$ cat src/rtl/i2c_slave_pkg.sv
// Shared types and constants for the I2C register-file slave.
package i2c_slave_pkg;

  typedef enum logic [3:0] {
    ST_IDLE,
    ST_DEV_ADDR,
    ST_DEV_ACK,
    ST_PTR,
    ST_PTR_ACK,
    ST_WR_DATA,
    ST_WR_ACK,
    ST_RD_DATA,
    ST_RD_ACK,
    ST_WAIT_STOP
  } state_e;

  localparam int unsigned ACK_BIT_IDX = 8;
  localparam int unsigned RW_BIT_POS  = 0;

  // Bus-level encodings of the ninth bit
  localparam logic ACK  = 1'b0;
  localparam logic NACK = 1'b1;

  function automatic logic maj3(input logic a, input logic b, input logic c);
    return (a & b) | (a & c) | (b & c);
  endfunction

endpackage

$ cat src/rtl/i2c_slave_regfile.sv
// Byte-wide register file: async reset to RST_VAL, synchronous write, combinational read.
module i2c_slave_regfile #(
  parameter int unsigned DEPTH   = 16,
  parameter logic [7:0]  RST_VAL = 8'h00,
  localparam int unsigned PTR_W  = $clog2(DEPTH)
) (
  input  logic             i_clk,
  input  logic             i_rst,
  input  logic             i_we,
  input  logic [PTR_W-1:0] i_waddr,
  input  logic [7:0]       i_wdata,
  input  logic [PTR_W-1:0] i_raddr,
  output logic [7:0]       o_rdata
);

  logic [7:0] r_mem [DEPTH];

  always_ff @(posedge i_clk or posedge i_rst) begin
    if (i_rst) begin
      for (int unsigned i = 0; i < DEPTH; i++) r_mem[i] <= RST_VAL;
    end else if (i_we) begin
      r_mem[i_waddr] <= i_wdata;
    end
  end

  assign o_rdata = r_mem[i_raddr];

endmodule

$ cat src/rtl/i2c_slave_param_ctrl.sv
// I2C slave with pointer-addressed register file, oversampled on the system clock.
// Optional I2C_SLAVE_GLITCH_FILTER_EN adds a 3-sample majority filter after each synchroniser.
module i2c_slave_param_ctrl
  import i2c_slave_pkg::*;
#(
  parameter logic [6:0]  SLAVE_ADDR = 7'h50,
  parameter int unsigned DEPTH      = 16,
  parameter logic [7:0]  RST_VAL    = 8'h00,
  localparam int unsigned PTR_W     = $clog2(DEPTH)
) (
  input  logic             clock_in,
  input  logic             reset_in,
  input  logic             scl_in,
  input  logic             sda_in,
  output logic             sda_oe_out,
  output logic             busy_out,
  output logic             wr_strobe_out,
  output logic [PTR_W-1:0] wr_addr_out,
  output logic [7:0]       wr_data_out
);

  logic [1:0] r_scl_sync, r_sda_sync;
  logic       w_scl, w_sda;

  // Idle bus level is high, so synchronisers reset high to avoid false edges
  always_ff @(posedge clock_in or posedge reset_in) begin
    if (reset_in) begin
      r_scl_sync <= 2'b11;
      r_sda_sync <= 2'b11;
    end else begin
      r_scl_sync <= {r_scl_sync[0], scl_in};
      r_sda_sync <= {r_sda_sync[0], sda_in};
    end
  end

`ifdef I2C_SLAVE_GLITCH_FILTER_EN
  logic [1:0] r_scl_hist, r_sda_hist;
  logic       r_scl_filt, r_sda_filt;

  always_ff @(posedge clock_in or posedge reset_in) begin
    if (reset_in) begin
      r_scl_hist <= 2'b11;
      r_sda_hist <= 2'b11;
      r_scl_filt <= 1'b1;
      r_sda_filt <= 1'b1;
    end else begin
      r_scl_hist <= {r_scl_hist[0], r_scl_sync[1]};
      r_sda_hist <= {r_sda_hist[0], r_sda_sync[1]};
      r_scl_filt <= maj3(r_scl_sync[1], r_scl_hist[0], r_scl_hist[1]);
      r_sda_filt <= maj3(r_sda_sync[1], r_sda_hist[0], r_sda_hist[1]);
    end
  end

  assign w_scl = r_scl_filt;
  assign w_sda = r_sda_filt;
`else
  assign w_scl = r_scl_sync[1];
  assign w_sda = r_sda_sync[1];
`endif

  logic r_scl_prev, r_sda_prev;
  logic r_rise_d, r_fall_d;
  logic w_scl_rise, w_scl_fall, w_start, w_stop;

  assign w_scl_rise = w_scl & ~r_scl_prev;
  assign w_scl_fall = ~w_scl & r_scl_prev;
  assign w_start    = r_scl_prev & w_scl & r_sda_prev & ~w_sda;
  assign w_stop     = r_scl_prev & w_scl & ~r_sda_prev & w_sda;

  // Delayed edges: sample SDA and update the drive one clock after the detected SCL edge
  always_ff @(posedge clock_in or posedge reset_in) begin
    if (reset_in) begin
      r_scl_prev <= 1'b1;
      r_sda_prev <= 1'b1;
      r_rise_d   <= 1'b0;
      r_fall_d   <= 1'b0;
    end else begin
      r_scl_prev <= w_scl;
      r_sda_prev <= w_sda;
      r_rise_d   <= w_scl_rise;
      r_fall_d   <= w_scl_fall;
    end
  end

  state_e           r_state;
  logic [3:0]       r_bit_cnt;
  logic [7:0]       r_shift;
  logic [PTR_W-1:0] r_ptr;
  logic             r_rw;
  logic             r_mack;
  logic             r_sda_oe;
  logic             r_busy;
  logic             r_wr_strobe;
  logic [PTR_W-1:0] r_wr_addr;
  logic [7:0]       r_wr_data;
  logic [7:0]       w_rd_data;
  logic [PTR_W-1:0] w_ptr_next;
  logic             w_byte_done;

  assign w_ptr_next  = (r_ptr == PTR_W'(DEPTH - 1)) ? '0 : r_ptr + 1'b1;
  assign w_byte_done = (r_bit_cnt == 4'(ACK_BIT_IDX));

  i2c_slave_regfile #(
    .DEPTH  (DEPTH),
    .RST_VAL(RST_VAL)
  ) u_regfile (
    .i_clk  (clock_in),
    .i_rst  (reset_in),
    .i_we   (r_wr_strobe),
    .i_waddr(r_wr_addr),
    .i_wdata(r_wr_data),
    .i_raddr(r_ptr),
    .o_rdata(w_rd_data)
  );

  // Protocol FSM; bus conditions override every state
  always_ff @(posedge clock_in or posedge reset_in) begin
    if (reset_in) begin
      r_state     <= ST_IDLE;
      r_bit_cnt   <= '0;
      r_shift     <= '0;
      r_ptr       <= '0;
      r_rw        <= 1'b0;
      r_mack      <= NACK;
      r_sda_oe    <= 1'b0;
      r_busy      <= 1'b0;
      r_wr_strobe <= 1'b0;
      r_wr_addr   <= '0;
      r_wr_data   <= '0;
    end else begin
      r_wr_strobe <= 1'b0;
      if (w_stop) begin
        r_state  <= ST_IDLE;
        r_sda_oe <= 1'b0;
        r_busy   <= 1'b0;
      end else if (w_start) begin
        r_state   <= ST_DEV_ADDR;
        r_bit_cnt <= '0;
        r_sda_oe  <= 1'b0;
      end else begin
        case (r_state)
          ST_DEV_ADDR: begin
            if (r_rise_d) begin
              r_shift   <= {r_shift[6:0], w_sda};
              r_bit_cnt <= r_bit_cnt + 4'd1;
            end else if (r_fall_d && w_byte_done) begin
              if (r_shift[7:1] == SLAVE_ADDR) begin
                r_sda_oe <= ~ACK;
                r_busy   <= 1'b1;
                r_rw     <= r_shift[RW_BIT_POS];
                r_state  <= ST_DEV_ACK;
              end else begin
                r_sda_oe <= ~NACK;
                r_busy   <= 1'b0;
                r_state  <= ST_WAIT_STOP;
              end
            end
          end
          ST_DEV_ACK: begin
            if (r_fall_d) begin
              if (r_rw) begin
                r_shift   <= w_rd_data;
                r_sda_oe  <= ~w_rd_data[7];
                r_bit_cnt <= 4'd1;
                r_state   <= ST_RD_DATA;
              end else begin
                r_sda_oe  <= ~NACK;
                r_bit_cnt <= '0;
                r_state   <= ST_PTR;
              end
            end
          end
          ST_PTR: begin
            if (r_rise_d) begin
              r_shift   <= {r_shift[6:0], w_sda};
              r_bit_cnt <= r_bit_cnt + 4'd1;
            end else if (r_fall_d && w_byte_done) begin
              if ({1'b0, r_shift} < 9'(DEPTH)) begin
                r_sda_oe <= ~ACK;
                r_ptr    <= r_shift[PTR_W-1:0];
                r_state  <= ST_PTR_ACK;
              end else begin
                r_sda_oe <= ~NACK;
                r_state  <= ST_WAIT_STOP;
              end
            end
          end
          ST_PTR_ACK, ST_WR_ACK: begin
            if (r_fall_d) begin
              r_sda_oe  <= ~NACK;
              r_bit_cnt <= '0;
              r_state   <= ST_WR_DATA;
            end
          end
          ST_WR_DATA: begin
            if (r_rise_d) begin
              r_shift   <= {r_shift[6:0], w_sda};
              r_bit_cnt <= r_bit_cnt + 4'd1;
            end else if (r_fall_d && w_byte_done) begin
              r_sda_oe    <= ~ACK;
              r_wr_strobe <= 1'b1;
              r_wr_addr   <= r_ptr;
              r_wr_data   <= r_shift;
              r_ptr       <= w_ptr_next;
              r_state     <= ST_WR_ACK;
            end
          end
          ST_RD_DATA: begin
            if (r_fall_d) begin
              if (w_byte_done) begin
                r_sda_oe <= ~NACK;
                r_ptr    <= w_ptr_next;
                r_state  <= ST_RD_ACK;
              end else begin
                r_sda_oe  <= ~r_shift[6];
                r_shift   <= {r_shift[6:0], 1'b0};
                r_bit_cnt <= r_bit_cnt + 4'd1;
              end
            end
          end
          ST_RD_ACK: begin
            if (r_rise_d) begin
              r_mack <= w_sda;
            end else if (r_fall_d) begin
              if (r_mack == ACK) begin
                r_shift   <= w_rd_data;
                r_sda_oe  <= ~w_rd_data[7];
                r_bit_cnt <= 4'd1;
                r_state   <= ST_RD_DATA;
              end else begin
                r_state <= ST_WAIT_STOP;
              end
            end
          end
          default: ;
        endcase
      end
    end
  end

  assign sda_oe_out    = r_sda_oe;
  assign busy_out      = r_busy;
  assign wr_strobe_out = r_wr_strobe;
  assign wr_addr_out   = r_wr_addr;
  assign wr_data_out   = r_wr_data;

endmodule

$ cat config.mk
export PLATFORM = sky130hd
export DESIGN_NAME = i2c_slave_param_ctrl
export DESIGN_NICKNAME = d
export VERILOG_FILES = /design/src/rtl/i2c_slave_pkg.sv /design/src/rtl/i2c_slave_regfile.sv /design/src/rtl/i2c_slave_param_ctrl.sv
export SDC_FILE = /design/constraint.sdc
export NUM_CORES = 1
export LEC_CHECK = 0
export CAP_MARGIN = 20
export CORE_MARGIN = 2
export CORE_UTILIZATION = 30
export CTS_BUF_LIST = sky130_fd_sc_hd__clkbuf_4 sky130_fd_sc_hd__clkbuf_8 sky130_fd_sc_hd__clkbuf_16
export DETAILED_ROUTE_END_ITERATION = 12
export GPL_TIMING_DRIVEN = 0
export PLACE_DENSITY = 0.47
export SETUP_SLACK_MARGIN = 0.15
export SLEW_MARGIN = 20
export SYNTH_ARGS = -nofsm -noshare
export SYNTH_HDL_FRONTEND = slang
export SYNTH_SLANG_ARGS = --single-unit
$ cat constraint.sdc
create_clock -name clock_in -period 8.71 [get_ports clock_in]
set_input_delay 2.613 -clock clock_in [delete_from_list [all_inputs] [get_ports clock_in]]
set_output_delay 2.613 -clock clock_in [all_outputs]
set_load 0.1 [all_outputs]
# == After elaboration in Yosys (flattened, before gate mapping) ==
# Index checks and enable logic that the tools add are counted.
# classes
n_eq_ne,48
n_lt_le_gt_ge,4
reduce_logical,19
n_addsub,2
muxes,81
n_bitwise,18
# op_table
cell,count
$mux 4,34
$bwmux 128,1
$mux 8,11
$ne 4x4->1 const B,13
$bmux 8 s4,1
$demux 8 s4,1
$pmux 8 s4,1
$pmux 4 s7,1
$mux 1,27
$ne 2x2->1 const B,13
$reduce_and 13->1,2
$ne 3x3->1 const B,7
$pmux 4 s5,1
$reduce_and 10->1,2
$eq 4x3->1 const B,4
$eq 4x4->1 const B,3
$pmux 4 s3,1
$reduce_and 11->1,1
$ge 5x5->1 const B,2
$not 4->5,2
$not 1->1,9
$reduce_bool 9->1,1
$add 4x1->4 const B,2
$eq 4x2->1 const B,2
other kinds (19),30
# totals
wordCells,205
ff_bits,173
output_inout_bits,15

# == Longest topological paths before layout ==
# Gate-level depths: netlist (run 1).
# depth
ltp_word,11
mapped_depth,8
depth_no_buf,7

# == By module ==
# From an unflattened synthesis (run 1), not the netlist that was laid out.
# hier_totals
cells_unflattened,625
area_unflattened_um2,8563.2
# modules_own_cells
mod,cells_each,n_inst,area_per_inst_um2
i2c_slave_regfile,369,1,5953.2
i2c_slave_param_ctrl,256,1,2610.0

# == Worst setup path after synthesis (run 1) ==
# No wires, ideal clock.
# synth_path
kind,register to output
start,"register r_wr_addr[0], in the netlist wr_addr_out[0]"
end,output wr_addr_out[0]
t_arrival_ns,0.981
path_stages_with_launch,1
n_path_buf,0
setup_slack_ns,5.116
required_ns,6.097
cell_sequence,dfrtp_1
# synth_lines
item,line,text
start: declaration,i2c_slave_param_ctrl.sv:94,logic [PTR_W-1:0] r_wr_addr;
start signal: assignment,i2c_slave_param_ctrl.sv:202,r_wr_addr <= r_ptr;
end: declaration,i2c_slave_param_ctrl.sv:18,"output logic [PTR_W-1:0] wr_addr_out,"
# No word-level cell between the ends.

# == Final worst setup path (run 1) ==
# layout_path
start,"register r_wr_data[5], in the netlist wr_data_out[5]"
end,output wr_data_out[5]
# layout_lines
item,line,text
start: declaration,i2c_slave_param_ctrl.sv:95,logic [7:0] r_wr_data;
start signal: assignment,i2c_slave_param_ctrl.sv:203,r_wr_data <= r_shift;
end: declaration,i2c_slave_param_ctrl.sv:19,output logic [7:0] wr_data_out
# No word-level cell between the ends.

==> results of run 1 <==
routing by layer:
layer	up-vias	global-route usage, %	routed length, µm
met5	-	0	0
li1	2390	-	-
met4	0	3.79	245
met1	2872	21.1	10100
met2	105	29.0	11800
met3	20	3.33	720
sequential cells by signal (all words and copies together), names as in the netlist:
signal and count:
u_regfile.r_mem 128, r_shift 8, wr_data_out 8, r_bit_cnt 4, r_ptr 4, r_state 4, wr_addr_out 4, r_scl_sync 2
r_sda_sync 2, busy_out 1, r_fall_d 1, r_mack 1, r_rise_d 1, r_rw 1, r_scl_prev 1, r_sda_prev 1
sda_oe_out 1, wr_strobe_out 1
final cells by class:
cell class                      instances  area (µm²)
Fill cell                            2667       17900
Sequential cell                       173        4340
Multi-Input combinational cell        392        3800
Tap cell                              378         473
Clock buffer                           19         447
Timing Repair Buffer                   19         208
Buffer                                 38         166
Clock inverter                         13         130
Inverter                               16        67.6
worst max path at each step:
stage | from | endpoint | slack (ns) | depth (start not counted)
floorplan | reset_in | busy_out$_DFFE_PP0P_ | 1.42 | 1
global placement | reset_in | u_regfile.r_mem[10]$_DFFE_PP0P_ | -0.71 | 2
detailed placement | wr_data_out[2]$_DFFE_PP0P_ | wr_data_out[2] | 4.32 | 1
CTS | wr_data_out[5]$_DFFE_PP0P_ | wr_data_out[5] | 3.87 | 1
global route | wr_data_out[2]$_DFFE_PP0P_ | wr_data_out[2] | 3.82 | 1
finish | wr_data_out[5]$_DFFE_PP0P_ | wr_data_out[5] | 3.88 | 1
through the flow:
stage	total power, W	TNS, ns	cell area (µm²)
global placement	0.00131	-115.50	9000
CTS	0.00207	0	9630
finish	0.00205	0	9630
detailed placement	0.00131	0	9050
global route	0.00214	0	9630
floorplan	0.00119	0	8350
cells in the mapped netlist, types with 5 or more instances:
cell type    n  area, µm²
dfrtp_1    166       4150
mux2_2     139       1570
mux2i_1     32        320
mux4_2      27        608
nor2_1      25       93.8
o21ai_0     22        110
clkbuf_1    21       78.8
nand2_1     18       67.6
a21oi_1     17       85.1
inv_1       15       56.3
buf_2       10       50.1
nand2b_1     9       56.3
a31oi_1      8       50.1
nand3_1      8       40.0
dfstp_2      7        184
nor2b_1      7       43.8
nand3b_1     6       45.0
nor3_1       6       30.0
buf_1        5       18.8
cell families (layout without fill, tap and decap cells):
logic type | after synthesis | after routing | synth area share [%]
AOI/OAI and AO/OA | 79 | 79 | 6.40
adders and majority gates | 3 | 3 | 0.450
buffers and inverters | 54 | 105 | 2.71
DFF | 173 | 173 | 52.0
muxes | 203 | 203 | 31.3
and+or+nand+nor | 107 | 107 | 7.15
power breakdown:
group,switching [W],total (W),internal (W)
combinational,0.000274,0.000436,0.000162
sequential,0.0000315,0.000863,0.000832
clock,0.000360,0.000750,0.000390
==> flow_summary.toml, run 1 <==
[outcome]
status = "completed"

[critical_path]
critPathSlowestCell = "clkdlybuf4s50_1"
cp_max_fo = 9
crit_family = "buffers and inverters"
cp_slowest_stage_delay_ns = 1.22
rrSetupSlack_ns = 5.91
start_kind = "register"
worstReg2RegStart = "r_ptr[2]$_DFFE_PP0P_"
cp.required_ns = 6.10
critical_path_class = "reg -> out"
endpoint_kind = "output pin"
path_buf_inv = 1
cp_cell_sequence = "clkdlybuf4s50_1"
regToRegEndpoint = "r_shift[3]$_DFFE_PP0P_"
cp.arrival_ns = 2.22
r2r_cells = 7

[clock_tree]
cts_root_buffer = "clkbuf_16"
post_cts_resized = 0
clkTransAtPathRegs_ns = 0.07
postCtsSetupRepairBufs = 0
cts_tree = "yes"
clk_path_buf_depth = 2
htreeDepth = 4
cts_hold_buf = 0
cts_made_buffers = 17
cts.sinks = 173
clkLatencyLatePin_ns = 0.43

[synth]
synthCells = 619
synth_nets = 626
synth_edf_count = 0
ys_seq_area_share_pct = 52.0
synth.distinct_cells = 62
ys_seq_elements = 173
synthesis.area_um2 = 8350
yosys_warnings = 0
avgSynthCellArea_um2 = 13.5
ys.flop_type = "dfrtp_1"
ys_async_sr_fraction_pct = 100

[hold_path]
min_to = "r_scl_sync[1]$_DFF_PP1_"
hold_depth = 0
hp-class = "reg -> reg"
hp-start = "r_scl_sync[0]$_DFF_PP1_"

[power]
power_density_nw_per_um2 = 213
p_leak_nw = 4.24
ir_drop_v = 0.000111

[sta]
slew-limit-headroom_pct = 25.1
hold_viol = 0
setup_viol = 0
timing.fmax_ghz = 0.207
period_needed_ns = 4.83
final.setup.worst_slack_ns = 3.88
slew_violations = 0
timing.hold.ws_ns = 0.357
period_share_pct = 55.4
grt_setup_unrepaired = "false"
fin_skew_ns = 0.0109
worstMarginPinSlew_ns = 1.12

[run]
cap_violations = 0

[drt]
viasPerCell = 5.14
wirelength_um = 22900
drc = 0
dr_total_vias = 5387
initialDrtViolationCount = 336
wl_per_cell_um = 21.9
drtAntennaViolNets = 0
drtPass1Iterations = 5

[global_route]
grt_pass1_vias = 5748
grt_overflow = 0
antenna_found_initial = 0
grt_max_degree = 94
grt_first_pass_wirelength_um = 35500
track_usage_pct = 16.6

[floorplanning]
core-area_um2 = 27600
dieArea_um2 = 29200
die_width_um = 171
boundaryPins = 19
start_util_pct = 30.3
num_rows = 61
fp.dieH_um = 171

[placed_design]
gp_congestion = 0.833
dp_slack_ns = 4.32
dp_cells = 1016
dp_hpwl_um = 14900
io_buffer_count = 18

[finish]
layoutNonFillerInstCount = 1048
n_antenna_cell = 0
syn_to_final_growth_pct = 15.4
layout-drive-gt1-share_pct = 35.4
post-route-util_pct = 35.0
final_common_cell = "dfrtp_1"
final_nets = 664
most-common-layout-cells = "dfrtp_1, mux2_2, mux2i_1"
Power figures use the tool's default switching activity.
==> run 2, diff against run 1 <==
Clock period 8.71 ns to 4.5 ns, I/O delays scaled along.
==> run 2 against run 1 <==
  * Worst setup slack lost 3.0 ns
  * Register-to-register slack lost 4.2 ns
  * Clock skew grew 0.0050 ns
  * Non-clock buffer count grew 8
  * Largest cell class unchanged
  * Largest power group unchanged
==> flow_summary.toml, run 2 (synthesis gave the netlist of run 1 again) <==
[outcome]
status = "completed"

[critical_path]
r2r_cells = 7
crit_family = "buffers and inverters"
regToRegEndpoint = "r_shift[4]$_DFFE_PP0P_"
cp.arrival_ns = 2.25
worstReg2RegStart = "r_ptr[2]$_DFFE_PP0P_"
cp_cell_sequence = "clkdlybuf4s50_1"
path_buf_inv = 1
endpoint_kind = "output pin"
worstSetupPathDepth = 1
critical_path_class = "reg -> out"
cp_max_fo = 9
cp_slowest_stage_delay_ns = 1.22
start_kind = "register"
rrSetupSlack_ns = 1.72
critPathSlowestCell = "clkdlybuf4s50_1"
cp.required_ns = 3.15

[sta]
final.setup.worst_slack_ns = 0.901
period_needed_ns = 3.60
grt_setup_unrepaired = "false"
fin_skew_ns = 0.0159
timing.fmax_ghz = 0.278
period_share_pct = 80.0
slew_violations = 0
worstMarginPinSlew_ns = 1.15
hold_viol = 0
slew-limit-headroom_pct = 22.8
setup_viol = 0
timing.hold.ws_ns = 0.358

[finish]
syn_to_final_growth_pct = 17.1
most-common-layout-cells = "dfrtp_1, mux2_2, mux2i_1"
largest_reg_flops = 128
final_common_cell = "dfrtp_1"
final_nets = 672
layout-drive-gt1-share_pct = 36.0
n_antenna_cell = 0
top_register = "u_regfile.r_mem"

[clock_tree]
cts_root_buffer = "clkbuf_16"
cts_made_buffers = 17
cts_tree = "yes"
clk_path_buf_depth = 2
postCtsSetupRepairBufs = 0
clkTransAtPathRegs_ns = 0.07
clkLatencyLatePin_ns = 0.44
cts.sinks = 173
htreeDepth = 4
cts_hold_buf = 0
post_cts_resized = 0

[floorplanning]
fp.dieH_um = 171
dieArea_um2 = 29200
die_width_um = 171
core-area_um2 = 27600
start_util_pct = 30.3
boundaryPins = 19
num_rows = 61

[power]
p_leak_nw = 4.31
power_density_nw_per_um2 = 406
ir_drop_v = 0.000217

[placed_design]
dp_slack_ns = 1.38
io_buffer_count = 18
gp_congestion = 0.858
dp_hpwl_um = 15600

[global_route]
track_usage_pct = 16.7
grtUsageMet1_pct = 21.5
antenna_found_initial = 0
grt_overflow = 0
met3_usage_pct = 2.45
grt_max_degree = 34
busiest_layer = "met2"
grt_first_pass_wirelength_um = 35400
grt_pass1_vias = 5764
groute.layer.met2.usage_pct = 28.7

[drt]
initialDrtViolationCount = 342
drc = 0
drtAntennaViolNets = 0
viasPerCell = 5.07
wl_per_cell_um = 21.7
dr_total_vias = 5354
wirelength_um = 22900
drtPass1Iterations = 5

[hold_path]
hold_depth = 0
min_to = "r_sda_sync[1]$_DFF_PP1_"
hp-class = "reg -> reg"
hp-start = "r_sda_sync[0]$_DFF_PP1_"

[run]
cap_violations = 0
[run 2: cell count changes in the layout (fill, tap and decap cells not counted), sizes merged]
| cell | delta |
|---|---|
| buf | +8 |
| clkbuf | -1 |
| clkinv | +2 |
| inv | -1 |
[run 2: metrics by stage]
stage / instance area, µm² / util, % / total power [W] / std cells / setup TNS [ns]
after floorplan: 8350 / - / 0.00231 / 619 / 0
after detailed placement: 9180 / 33.3 / 0.00255 / 1023 / 0
after CTS: 9760 / 35.4 / 0.00401 / 1055 / 0
after global routing: 9770 / 35.5 / 0.00415 / 1056 / 0
after global placement: 9000 / 32.7 / 0.00253 / 1015 / -73.12
final: 9770 / 35.5 / 0.00397 / 1056 / 0
[run 2: power breakdown]
group | switching, W | leakage, nW | internal [W] | total [W]
clock | 0.000694 | 0.286 | 0.000754 | 0.00145
combinational | 0.000527 | 1.65 | 0.000322 | 0.000849
sequential | 0.0000594 | 2.38 | 0.00161 | 0.00167
[run 2: how the worst max path moves through the flow]
stage,endpoint,startpoint
3_3_place_gp,u_regfile.r_mem[75]$_DFFE_PP0P_,reset_in
5_1_grt,wr_data_out[3],wr_data_out[3]$_DFFE_PP0P_
4_1_cts,wr_data_out[3],wr_data_out[3]$_DFFE_PP0P_
2_1_floorplan,busy_out$_DFFE_PP0P_,reset_in
6_report,wr_data_out[3],wr_data_out[3]$_DFFE_PP0P_
3_5_place_dp,wr_data_out[3],wr_data_out[3]$_DFFE_PP0P_
[run 2: layout make-up]
class                      count  area [µm²]
buffer                        38         166
clock inverter                14         145
sequential                   173        4340
timing repair buffer          27         345
clock buffer                  18         439
fill                        2695       17800
inverter                      16        63.8
multi-input combinational    392        3800
tap                          378         473
[run 2: per-layer routing]
layer | wire length, µm | part of all wire [%]
met5 | 0 | 0
met4 | 548 | 2.4
met3 | 572 | 2.5
met2 | 11600 | 50
met1 | 10200 | 45
